==> src/rtl/angle_frame_receiver.sv <==
// UART (8N1) receiver that turns {SYNC, HI, LO, CHK} frames into a validated 16-bit angle
// with a one-cycle ready strobe; anything malformed or stale produces a frameError strobe instead.
module angle_frame_receiver #(
  parameter logic [15:0] CLKS_PER_BIT = 16'd1736,
  parameter logic [7:0]  SYNC_BYTE    = 8'hA5,
  parameter logic [15:0] MAX_VALUE    = 16'd359,
  parameter logic [31:0] TIMEOUT_CLKS = 32'd50000
) (
  input  logic        clk,
  input  logic        rst,
  input  logic        serialFromArduino,
  output logic [15:0] data,
  output logic        isDataReady,
  output logic        frameError
);

  localparam logic [15:0] HALF_M1 = (CLKS_PER_BIT >> 1) - 16'd1;
  localparam logic [15:0] FULL_M1 = CLKS_PER_BIT - 16'd1;
  localparam logic [31:0] TMO_M1  = TIMEOUT_CLKS - 32'd1;

  typedef enum logic [1:0] {B_IDLE, B_START, B_DATA, B_STOP} bit_state_t;
  typedef enum logic [1:0] {F_WAIT_SYNC, F_GET_HI, F_GET_LO, F_GET_CHK} frame_state_t;

  logic         sync1_reg, sync2_reg, prev_reg;
  logic         fall;
  bit_state_t   bit_state_reg, bit_state_next;
  logic [15:0]  clk_cnt_reg;
  logic [2:0]   bit_idx_reg;
  logic [7:0]   shift_reg;
  logic         bit_tick, byte_valid, stop_err;
  frame_state_t frame_state_reg, frame_state_next;
  logic [7:0]   hi_reg, lo_reg;
  logic [15:0]  data_reg;
  logic         ready_reg, err_reg;
  logic [31:0]  tmo_cnt_reg;
  logic         in_frame, timeout, chk_ok, accept, reject;
  logic [7:0]   rx_byte;

  // Line idles high, so the synchronizer resets to 1 to avoid a phantom start edge.
  always_ff @(posedge clk) begin
    if (rst) begin
      sync1_reg <= 1'b1;
      sync2_reg <= 1'b1;
      prev_reg  <= 1'b1;
    end else begin
      sync1_reg <= serialFromArduino;
      sync2_reg <= sync1_reg;
      prev_reg  <= sync2_reg;
    end
  end

  assign fall     = prev_reg & ~sync2_reg;
  assign bit_tick = (bit_state_reg == B_START) ? (clk_cnt_reg == HALF_M1) : (clk_cnt_reg == FULL_M1);
  assign rx_byte  = shift_reg;

  always_ff @(posedge clk) begin
    if (rst) bit_state_reg <= B_IDLE;
    else     bit_state_reg <= bit_state_next;
  end

  always_comb begin
    bit_state_next = bit_state_reg;
    case (bit_state_reg)
      B_IDLE:  if (fall) bit_state_next = B_START;
      B_START: if (bit_tick) bit_state_next = sync2_reg ? B_IDLE : B_DATA;
      B_DATA:  if (bit_tick && bit_idx_reg == 3'd7) bit_state_next = B_STOP;
      B_STOP:  if (bit_tick) bit_state_next = B_IDLE;
      default: bit_state_next = B_IDLE;
    endcase
  end

  always_comb begin
    byte_valid = 1'b0;
    stop_err   = 1'b0;
    if (bit_state_reg == B_STOP && bit_tick) begin
      byte_valid = sync2_reg;
      stop_err   = ~sync2_reg;
    end
  end

  always_ff @(posedge clk) begin
    if (rst) begin
      clk_cnt_reg <= 16'd0;
      bit_idx_reg <= 3'd0;
      shift_reg   <= 8'd0;
    end else begin
      if (bit_state_reg == B_IDLE || bit_tick) clk_cnt_reg <= 16'd0;
      else                                     clk_cnt_reg <= clk_cnt_reg + 16'd1;
      if (bit_state_reg != B_DATA) bit_idx_reg <= 3'd0;
      else if (bit_tick)           bit_idx_reg <= bit_idx_reg + 3'd1;
      if (bit_state_reg == B_DATA && bit_tick) shift_reg <= {sync2_reg, shift_reg[7:1]};
    end
  end

  assign in_frame = (frame_state_reg != F_WAIT_SYNC);
  assign timeout  = in_frame && (tmo_cnt_reg == TMO_M1);

  always_ff @(posedge clk) begin
    if (rst) frame_state_reg <= F_WAIT_SYNC;
    else     frame_state_reg <= frame_state_next;
  end

  // A timeout outranks a byte finishing in the same cycle; that byte is simply lost.
  always_comb begin
    frame_state_next = frame_state_reg;
    if (timeout || stop_err) begin
      frame_state_next = F_WAIT_SYNC;
    end else if (byte_valid) begin
      case (frame_state_reg)
        F_WAIT_SYNC: if (rx_byte == SYNC_BYTE) frame_state_next = F_GET_HI;
        F_GET_HI:    frame_state_next = F_GET_LO;
        F_GET_LO:    frame_state_next = F_GET_CHK;
        F_GET_CHK:   frame_state_next = F_WAIT_SYNC;
        default:     frame_state_next = F_WAIT_SYNC;
      endcase
    end
  end

  always_comb begin
    chk_ok = (rx_byte == (SYNC_BYTE ^ hi_reg ^ lo_reg)) && ({hi_reg, lo_reg} <= MAX_VALUE);
    accept = 1'b0;
    reject = timeout || stop_err;
    if (frame_state_reg == F_GET_CHK && byte_valid && !timeout) begin
      accept = chk_ok;
      reject = !chk_ok;
    end
  end

  always_ff @(posedge clk) begin
    if (rst) begin
      hi_reg      <= 8'd0;
      lo_reg      <= 8'd0;
      data_reg    <= 16'd0;
      ready_reg   <= 1'b0;
      err_reg     <= 1'b0;
      tmo_cnt_reg <= 32'd0;
    end else begin
      if (frame_state_reg == F_GET_HI && byte_valid && !timeout) hi_reg <= rx_byte;
      if (frame_state_reg == F_GET_LO && byte_valid && !timeout) lo_reg <= rx_byte;
      if (accept) data_reg <= {hi_reg, lo_reg};
      ready_reg <= accept;
      err_reg   <= reject;
      if (!in_frame || byte_valid || timeout) tmo_cnt_reg <= 32'd0;
      else                                    tmo_cnt_reg <= tmo_cnt_reg + 32'd1;
    end
  end

  assign data        = data_reg;
  assign isDataReady = ready_reg;
  assign frameError  = err_reg;

endmodule

==> config.mk <==
export PLATFORM = sky130hd
export DESIGN_NAME = angle_frame_receiver
export DESIGN_NICKNAME = d
export VERILOG_FILES = /design/src/rtl/angle_frame_receiver.sv
export SDC_FILE = /design/constraint.sdc
export NUM_CORES = 1
export LEC_CHECK = 0
export ABC_AREA = 1
export CAP_MARGIN = 20
export CELL_PAD_IN_SITES_DETAIL_PLACEMENT = 1
export CELL_PAD_IN_SITES_GLOBAL_PLACEMENT = 1
export CORE_UTILIZATION = 47
export DETAILED_ROUTE_END_ITERATION = 6
export PLACE_DENSITY_LB_ADDON = 0.1
export SETUP_SLACK_MARGIN = 0.15
export SYNTH_ARGS = -nofsm -noshare
export SYNTH_HDL_FRONTEND = slang
export SYNTH_SLANG_ARGS = --single-unit
==> constraint.sdc <==
create_clock -name clk -period 3.9 [get_ports clk]
set_clock_uncertainty 0.05 [all_clocks]
set_input_delay 0.78 -clock clk [delete_from_list [all_inputs] [get_ports clk]]
set_output_delay 0.78 -clock clk [all_outputs]
set_load 0.01 [all_outputs]
==> Word level (Yosys, flattened, before mapping) <==
Cells that the tools add are included.
{ "word_totals": {"ff_bits": 100, "in_bits": 3, "output_inout_bits": 18, "word_cells": 80} }
{ "op_classes": {"add_sub_neg": 3, "n_lt_le_gt_ge": 1, "n_eq_ne": 18, "muxes": 13, "bitwise_logic": 4, "n_reduce_logical": 27} }
{ "op_table": {"columns": ["op", "count"], "rows": [
  ["adder 32 x 1 -> 32 bit (second input constant)", 1],
  ["equality test 32 x 16 -> 1 bit (second input constant)", 1],
  ["adder 16 x 1 -> 16 bit (second input constant)", 1],
  ["equality test 16 x 10 -> 1 bit (second input constant)", 1],
  ["equality test 16 x 11 -> 1 bit (second input constant)", 1],
  ["<= comparator 16 x 9 -> 1 bit (second input constant)", 1],
  ["one-hot mux 2 bit (4 select lines)", 2],
  ["two-way mux 2 bit", 6],
  ["inequality test 2 bit (second input constant)", 6],
  ["logical AND 1 bit", 11],
  ["equality test 2 bit (second input constant)", 4],
  ["equality test 8 bit", 1],
  ["equality test 8 bit (second input constant)", 1],
  ["OR reduction 2 bit", 4],
  ["XOR 8 bit", 1],
  ["two-way mux 1 bit", 5],
  ["equality test 2 x 1 -> 1 bit (second input constant)", 2],
  ["zero test 2 bit", 2],
  ["logical OR 1 bit", 4],
  ["inverter 4 bit", 1],
  ["AND reduction 4 bit", 1],
  ["adder 3 x 1 -> 3 bit (second input constant)", 1],
  ["equality test 3 bit (second input constant)", 1],
  ["zero test 1 bit", 3],
  ["other kinds (4)", 4]
]} }

==> Longest topological paths before layout <==
Gate-level depths: netlist of run 1.
{ "depth": {"word_depth": 7, "depth_mapped": 14, "mapped_depth_nobuf": 13} }

==> Worst setup path after synthesis of run 1 <==
OpenSTA, ideal clock, no wires.
{ "synth_path": {"kind": "input-to-reg", "start": "input port rst", "end": "register tmo_cnt_reg[19]", "setup_time_ns": 0.117, "arrival_time_ns": 1.636, "t_required_ns": 3.733, "slack_ns": 2.097, "stages": 5, "path_buffers": 2, "path_cell_list": "clkbuf_1 -> clkinv_1 -> nand4_1 -> buf_2 -> nor2_1"} }
{ "synth_via": {"elab_chain_len": 1} }
{ "synth_rtl": {"columns": ["element", "line_no", "rtl"], "rows": [
  ["start, declared", "10", "input logic rst,"],
  ["OR reduction 2 bit (no source line)", null, null],
  ["end signal, assigned", "144", "else tmo_cnt_reg <= tmo_cnt_reg + 32'd1;"],
  ["end, declared", "35", "logic [31:0] tmo_cnt_reg;"]
]} }
Every way passes these cells.
A chain may end at the register's enable or synchronous reset.

==> Worst setup path after layout of run 1 <==
{ "layout_path": {"start": "register tmo_cnt_reg[0]", "end": "register data_reg[4], in the netlist data[4]"} }
{ "layout_via": {"elab_chain_len": 5} }
{ "layout_rtl": {"columns": ["element", "line_no", "rtl"], "rows": [
  ["equality test 32 x 16 -> 1 bit", "96", "assign timeout = in_frame && (tmo_cnt_reg == TMO_M1);"],
  ["logical AND 1 bit", "96", null],
  ["zero test 1 bit", "123", "if (frame_state_reg == F_GET_CHK && byte_valid && !timeout) begin"],
  ["logical AND 1 bit", "123", null],
  ["two-way mux 1 bit", "123", null],
  ["end signal, assigned", "140", "if (accept) data_reg <= {hi_reg, lo_reg};"],
  ["end, declared", "33", "logic [15:0] data_reg;"]
]} }
Every way passes these cells.

==> run summary, run 1 <==
Status: finished clean
Cell Area, Synth: 5190 um^2
H-tree levels: 3
CP startpoint: tmo_cnt_reg[0]
Delay-heaviest family, CP: simple AND/OR/NAND/NOR gates
Max_cap viols: 0
Post-Synthesis Cells: 791
Final hold violation count: 0
Hold Crit Start: sync1_reg
Num ports: 21
RePlAce Congestion: 0.8882
Final Instance Area: 5654 um^2
Syn Nets: 802
Filler-free cell count of the finished design: 951
Vias: 5,034
Initial detailed-routing violation count: 296
Syn Area/Cell: 6.561 um^2
Worst-Skew Late Latency: 390 ps
CTS Sinks: 100
DRC viols: 0
Flops & latches, synth: 100
Slew margin rel.: 51.50%
Multiplexer share of the synthesized area: 0%
LEAKAGE: 2.331 nW
Root Driver: clkbuf_8
Reg2reg start: tmo_cnt_reg[0]
Share of cells above drive strength 1: 6.535%
Setup TNS: 0 ps
Critical path's slowest cell: nor2_2
CP Buf/Inv Count: 0
Warnings from Yosys: 0
Post-synth cell types: 32
Post-route total power: 1.728 mW
Worst Setup End Kind: flip-flop
Final ANT Viol Nets: 0
Final period util: 57.72%
CTS Buffer Depth: 2
Register area share after synthesis: 38.57%
Vias in the first global route: 4,975
Die H: 107.1 um
Number of fill cells: 1,481
Setup repair after global routing missed its margin: false
Worst Path Max Fanout: 18
CTS tree: built
CP Cell Sequence: ha_1 -> nand2_2 -> nor2_4 -> nand2_2 -> nor2_1 -> nand3_1 -> nand2_1 -> nor2_2 -> nand3_1 -> nand2_1 -> nor2_1
Final setup fails: 0
Largest net degree at the start of global routing: 37
Post-synthesis simple-gate area fraction: 40.14%
DIE AREA: 11,470 um^2
CP required: 4130 ps
Avg WL per Cell: 15.11 um
Critical path class: flip-flop to flip-flop
CTS Hold Buffers Added: 0
Worst-Margin Slew: 726.7 ps
Die width: 107.1 um
Fin. max-slew vios: 0
Cell Pwr Density: 305.6 nW/um^2
Total global-route track usage: 26.78%
DP Worst Slack: 1326 ps
Post-route minimum period: 2251 ps
Core ar.: 10,790 um^2
Remaining Overflow, GRT: 0
Final Worst Setup Slack: 1649 ps
Vias/cell: 5.293
Placed insts: 935
Routed wire length: 14,370 um
Starting Density: 48.09%
Final Util: 52.39%
# Post-CTS Setup Buffers: 0
Worst EP arrival: 2480 ps
Largest family of logic cells by synthesized area: simple AND/OR/NAND/NOR gates
Adder-Cell Fraction of Synth Area: 1.929%
CTS buffer count: 9
Final Hold Slack: 388.7 ps
Crit path launch type: flip-flop
VDD IR-drop max: 0.0003118 V
Row cnt: 38
Hpwl dp: 11,050 um
Router iterations before antenna repair: 5
Layout Area Growth over Synthesis: 8.944%
CTS resizes: 0
Hold Path Class: flip-flop to flip-flop
Slowest stage delay, CP: 590 ps
Max reg flops: 32
XOR/XNOR Fraction of Synth Area: 2.531%
IO Port Bufs: 20
Fin nets: 817
Initial antenna violation count: 0
Antenna diodes: 0
Synth Area in Compound Gates: 6.798%
First-pass GRT wire length: 24,150 um
DP Area: 5470 um^2
Clock Pin Slew Worst Setup and Hold Paths: 100 ps
Max frequency: 0.4442 GHz
-- final timing paths --
check	end	slack, ps	cells after the start
worst max register to register	data[4]	1650	11
worst min-delay path	sync2_reg	390	1
worst min register to register	sync2_reg	390	1
worst max-delay path	data[4]	1650	11
-- final cells by class --
type | count | area [um^2] | area share (%)
multi-input combinational | 565 | 2668 | 47.18
timing repair buffer | 22 | 215.2 | 3.806
clock inverter | 7 | 60.06 | 1.062
clock buffer | 9 | 123.9 | 2.191
inverter | 108 | 410.4 | 7.258
sequential | 100 | 2002 | 35.41
tap | 140 | 175.2 | 3.098
-- layer usage --
metal,routed length (um),up-vias,global-route usage (%)
li1,-,2529,-
met1,6927,2419,35.38
met2,6850,73,44.52
met3,429,13,5.836
met4,162,0,6.067
met5,0,-,0
-- cells in the final DEF (no fill, tap or decap), types with 2 or more instances in the layout --
cell | Yosys | final
clkinv_4 | 1 | 4
buf_4 | 2 | 2
clkbuf_8 | 0 | 9
nand2_4 | 2 | 2
xnor2_1 | 2 | 2
or2_2 | 10 | 10
clkdlybuf4s50_1 | 0 | 20
xor2_1 | 13 | 13
nor3b_1 | 2 | 2
inv_6 | 0 | 3
nand3_1 | 60 | 60
nor3_1 | 22 | 22
nor2_1 | 140 | 140
ha_1 | 8 | 8
inv_1 | 104 | 104
nand3b_1 | 2 | 2
nand2_2 | 9 | 9
inv_2 | 2 | 2
o21ai_0 | 19 | 19
a211oi_1 | 2 | 2
nor2_2 | 7 | 7
a21oi_1 | 47 | 47
dfxtp_1 | 100 | 100
nor2_4 | 2 | 2
nand2_1 | 185 | 185
nand4_1 | 28 | 28
-- where the power goes --
| group | switching [mW] | total (mW) | internal, mW |
|---|---|---|---|
| clock | 0.403 | 0.646 | 0.242 |
| combinational | 0.0353 | 0.0498 | 0.0145 |
| sequential | 0.00705 | 1.03 | 1.03 |
-- cells in the mapped netlist, drive strengths merged --
cell	n	area share, %
nor2	149	11
xnor2	2	0.34
nand4	28	3.4
nand3	61	6.1
a211oi	2	0.29
nand3b	2	0.29
inv	106	7.7
o21a	1	0.14
nand2	196	15
a21oi	47	4.5
clkbuf	3	0.22
clkinv	2	0.24
or2	11	1.3
o21ai	19	1.8
dfxtp	100	39
xor2	13	2.2
nor4	1	0.12
nor3	23	2.3
buf	15	1.9
ha	8	1.9
nor3b	2	0.29
-- worst reg2reg max path, delay by kind of cell, from the launching register on --
family / cells / cell delay [ps]
simple gates: 10 / 1430
fa+ha+maj: 1 / 280
flops: 1 / 390
-- cells by family after synthesis --
family	Yosys count
AND/OR/NAND/NOR	473
buffers and inverters	126
flip-flops	100
AO/OA/AOI/OAI	69
XOR/XNOR	15
adder cells (fa/ha/maj)	8
Note: power is estimated with default switching activity, not from simulation.
==> run 2, diff against run 1 <==
--- a/config.mk
+++ b/config.mk
@@ -9,7 +9,7 @@
 export CAP_MARGIN = 20
 export CELL_PAD_IN_SITES_DETAIL_PLACEMENT = 1
 export CELL_PAD_IN_SITES_GLOBAL_PLACEMENT = 1
-export CORE_UTILIZATION = 47
+export CORE_UTILIZATION = 44
 export DETAILED_ROUTE_END_ITERATION = 6
 export PLACE_DENSITY_LB_ADDON = 0.1
 export SETUP_SLACK_MARGIN = 0.15
==> constraint.sdc (replaced) <==
create_clock -name clk -period 2.3 [get_ports clk]
set_clock_uncertainty 0.05 [all_clocks]
set_input_delay 0.46 -clock clk [delete_from_list [all_inputs] [get_ports clk]]
set_output_delay 0.46 -clock clk [all_outputs]
set_load 0.01 [all_outputs]
==> run 2 against run 1 <==
Setup slack got worse by 1400 ps; core utilization decreased by 0.78 points; flip-flop and latch count unchanged; worst hold slack got worse by 27 ps; die area increased by 6.7%; cell area increased by 4.7%; fmax increased by 12%; register-to-register slack got worse by 1400 ps; first-iteration DRC count decreased by 16%; clock power increased by 140%.
==> run summary, run 2 (synthesis gave the netlist of run 1 again) <==
Status: finished clean
Router iterations before antenna repair: 4 (-1)
Starting Density: 45.26% (-2.8 points)
Antenna diodes: 0 (unchanged)
Share of cells above drive strength 1: 8.516% (+2.0 points)
Worst r2r path cells: 11 (unchanged)
Avg WL per Cell: 15.05 um (-0.40%)
Final ANT Viol Nets: 0 (unchanged)
Setup TNS: 0 ps (unchanged)
Row cnt: 39 (+2.6%)
Root Driver: clkbuf_16
CP Cell Sequence: ha_1 -> nand2_2 -> nor2_4 -> nand2_2 -> nand3b_1 -> nor2_2 -> nor2_1 -> nand2_4 -> nand2_1 -> nand2_1 -> nor2_1
Initial antenna violation count: 0 (unchanged)
Die width: 110.6 um (+3.3%)
CTS Hold Buffers Added: 0 (unchanged)
Max reg flops: 32 (unchanged)
Vias in the first global route: 5,068 (+1.9%)
CP required: 2500 ps (-1630 ps)
First-pass GRT wire length: 24,410 um (+1.1%)
Commonest non-fill, non-tap cell in the layout: nand2_1
Remaining Overflow, GRT: 0 (unchanged)
Hpwl dp: 11,120 um (+0.65%)
Final Hold Slack: 361.3 ps (-27.40 ps)
Hold Crit Start: sync1_reg
Reg-to-reg endpoint: lo_reg[3]
Worst Path Max Fanout: 16 (-2)
Layout Area Growth over Synthesis: 14.03%
Slowest stage delay, CP: 380 ps (-210 ps)
RePlAce Congestion: 0.8574 (-3.5%)
Critical path class: flip-flop to flip-flop
Final setup fails: 0 (unchanged)
IO Port Bufs: 20 (unchanged)
CTS buffer count: 9 (unchanged)
H-tree levels: 3 (unchanged)
CP startpoint: tmo_cnt_reg[1]
CTS Sinks: 100 (unchanged)
DIE AREA: 12,230 um^2 (+6.7%)
VDD IR-drop max: 0.0006407 V (+110%)
Slew margin rel.: 65.20% (+14 points)
Total global-route track usage: 24.74% (-2.0 points)
Worst hold stages: 1 (unchanged)
Critical path's slowest cell: dfxtp_1
Worst EP arrival: 2220 ps (-260 ps)
Largest net degree at the start of global routing: 37 (unchanged)
Core ar.: 11,470 um^2 (+6.2%)
Worst-Margin Slew: 518.0 ps (-208.7 ps)
Worst Setup End Kind: flip-flop
Number of fill cells: 1,543 (+4.2%)
Fin nets: 828 (+1.3%)
Hold Path Class: flip-flop to flip-flop
Max frequency: 0.4964 GHz (+12%)
Reg2reg setup slack: 290 ps (-1360 ps)
Vias/cell: 5.222 (-1.4%)
Post-route minimum period: 2015 ps (-236.5 ps)
Most frequent cells in the layout: nand2_1, nor2_1, inv_1
Clock Pin Slew Worst Setup and Hold Paths: 80 ps (-20 ps)
CTS Buffer Depth: 2 (unchanged)
Max_cap viols: 0 (unchanged)
Die H: 110.6 um (+3.3%)
CTS tree: built
DRC viols: 0 (unchanged)
Final period util: 87.59% (+30 points)
Worst-Skew Late Latency: 360 ps (-30 ps)
Crit path launch type: flip-flop
Initial detailed-routing violation count: 248 (-16%)
Fin. max-slew vios: 0 (unchanged)
Routed wire length: 14,520 um (+1.1%)
Reg2reg start: tmo_cnt_reg[1]
Endpoint, Worst Hold: sync2_reg
Setup repair after global routing missed its margin: false
Final hold violation count: 0 (unchanged)
Num ports: 21 (unchanged)
Cell Pwr Density: 571.6 nW/um^2 (+87%)
Vias: 5,039 (+0.099%)
LEAKAGE: 2.454 nW (+5.3%)
[run 2: cell types whose count changed in the layout (fill, tap and decap cells not counted), moves of 2 or more]
cell       previous run  this run
clkbuf_16             0         9
clkbuf_8              9         0
buf_4                 2        10
buf_12                0         3
inv_8                 0         3
nor2_4                2         5
dfxtp_1             100        98
dfxtp_2               0         2
inv_6                 3         1
nor2_2                7         5
[run 2: worst max-delay path by stage]
stage,endpoint,cells after the start,slack (ps)
3_5_place_dp,data[4],11,210
6_report,lo_reg[3],11,290
4_1_cts,data[1],11,180
3_3_place_gp,data[2],11,290
5_1_grt,data[15],10,130
2_1_floorplan,hi_reg[6],12,520
[run 2: timing repair]
item / CTS / global route
gates resized for setup: 0 / 9
endpoints found under the setup margin: 0 / 49
buffers inserted: 0 / 3
endpoints found under the hold margin: 0 / 0
[run 2: cell type report]
type | count | area (um^2) | share of cell area, %
Sequential cell | 100 | 2004 | 33.87
Tap cell | 143 | 178.9 | 3.023
Multi-Input combinational cell | 565 | 2693 | 45.50
Clock buffer | 9 | 225.2 | 3.805
Timing Repair Buffer | 33 | 335.3 | 5.666
Inverter | 108 | 414.1 | 6.998
Clock inverter | 7 | 67.56 | 1.142
[run 2: report_power, final]
group | switching (mW) | internal (mW) | leakage (nW)
clock network | 0.762 | 0.766 | 0.142
logic | 0.0683 | 0.0354 | 1.51
registers | 0.0128 | 1.74 | 0.807
total | 0.843 | 2.54 | 2.45
[run 2: per-layer routing]
layer	track usage, %	routed length [um]	up-vias
li1	-	-	2537
met1	31.78	6807	2418
met2	42.28	6975	72
met3	5.104	561	12
met4	6.044	179	0
met5	0	0	-
[run 2: through the flow]
stage	total power, mW	cells	cell area [um^2]	util [%]	setup slack (ps)
finish	3.383	965	5918	51.61	285.4
global route	3.485	965	5918	51.61	133.0
global placement	1.876	946	5559	48.48	289.3
CTS	3.402	962	5852	51.03	183.0
floorplan	1.858	791	5190	-	523.3
detailed placement	1.885	946	5559	48.48	214.4
[run 2: critical path, delay by kind of cell, from the launching register on]
kind | cells | cell delay (ps)
AND/OR/NAND/NOR | 10 | 1230
flip-flops | 1 | 380
adder cells (fa/ha/maj) | 1 | 250
==> run 3, diff against run 2 <==
==> constraint.sdc (replaced) <==
create_clock -name clk -period 2.3 [get_ports clk]
set_clock_uncertainty 0.05 [all_clocks]
set_input_delay 0.46 -clock clk [delete_from_list [all_inputs] [get_ports clk]]
set_output_delay 0.46 -clock clk [all_outputs]
set_load 0.005 [all_outputs]
==> results of run 3 <==
Final layout, timing and power as in run 2 (identical DEF).
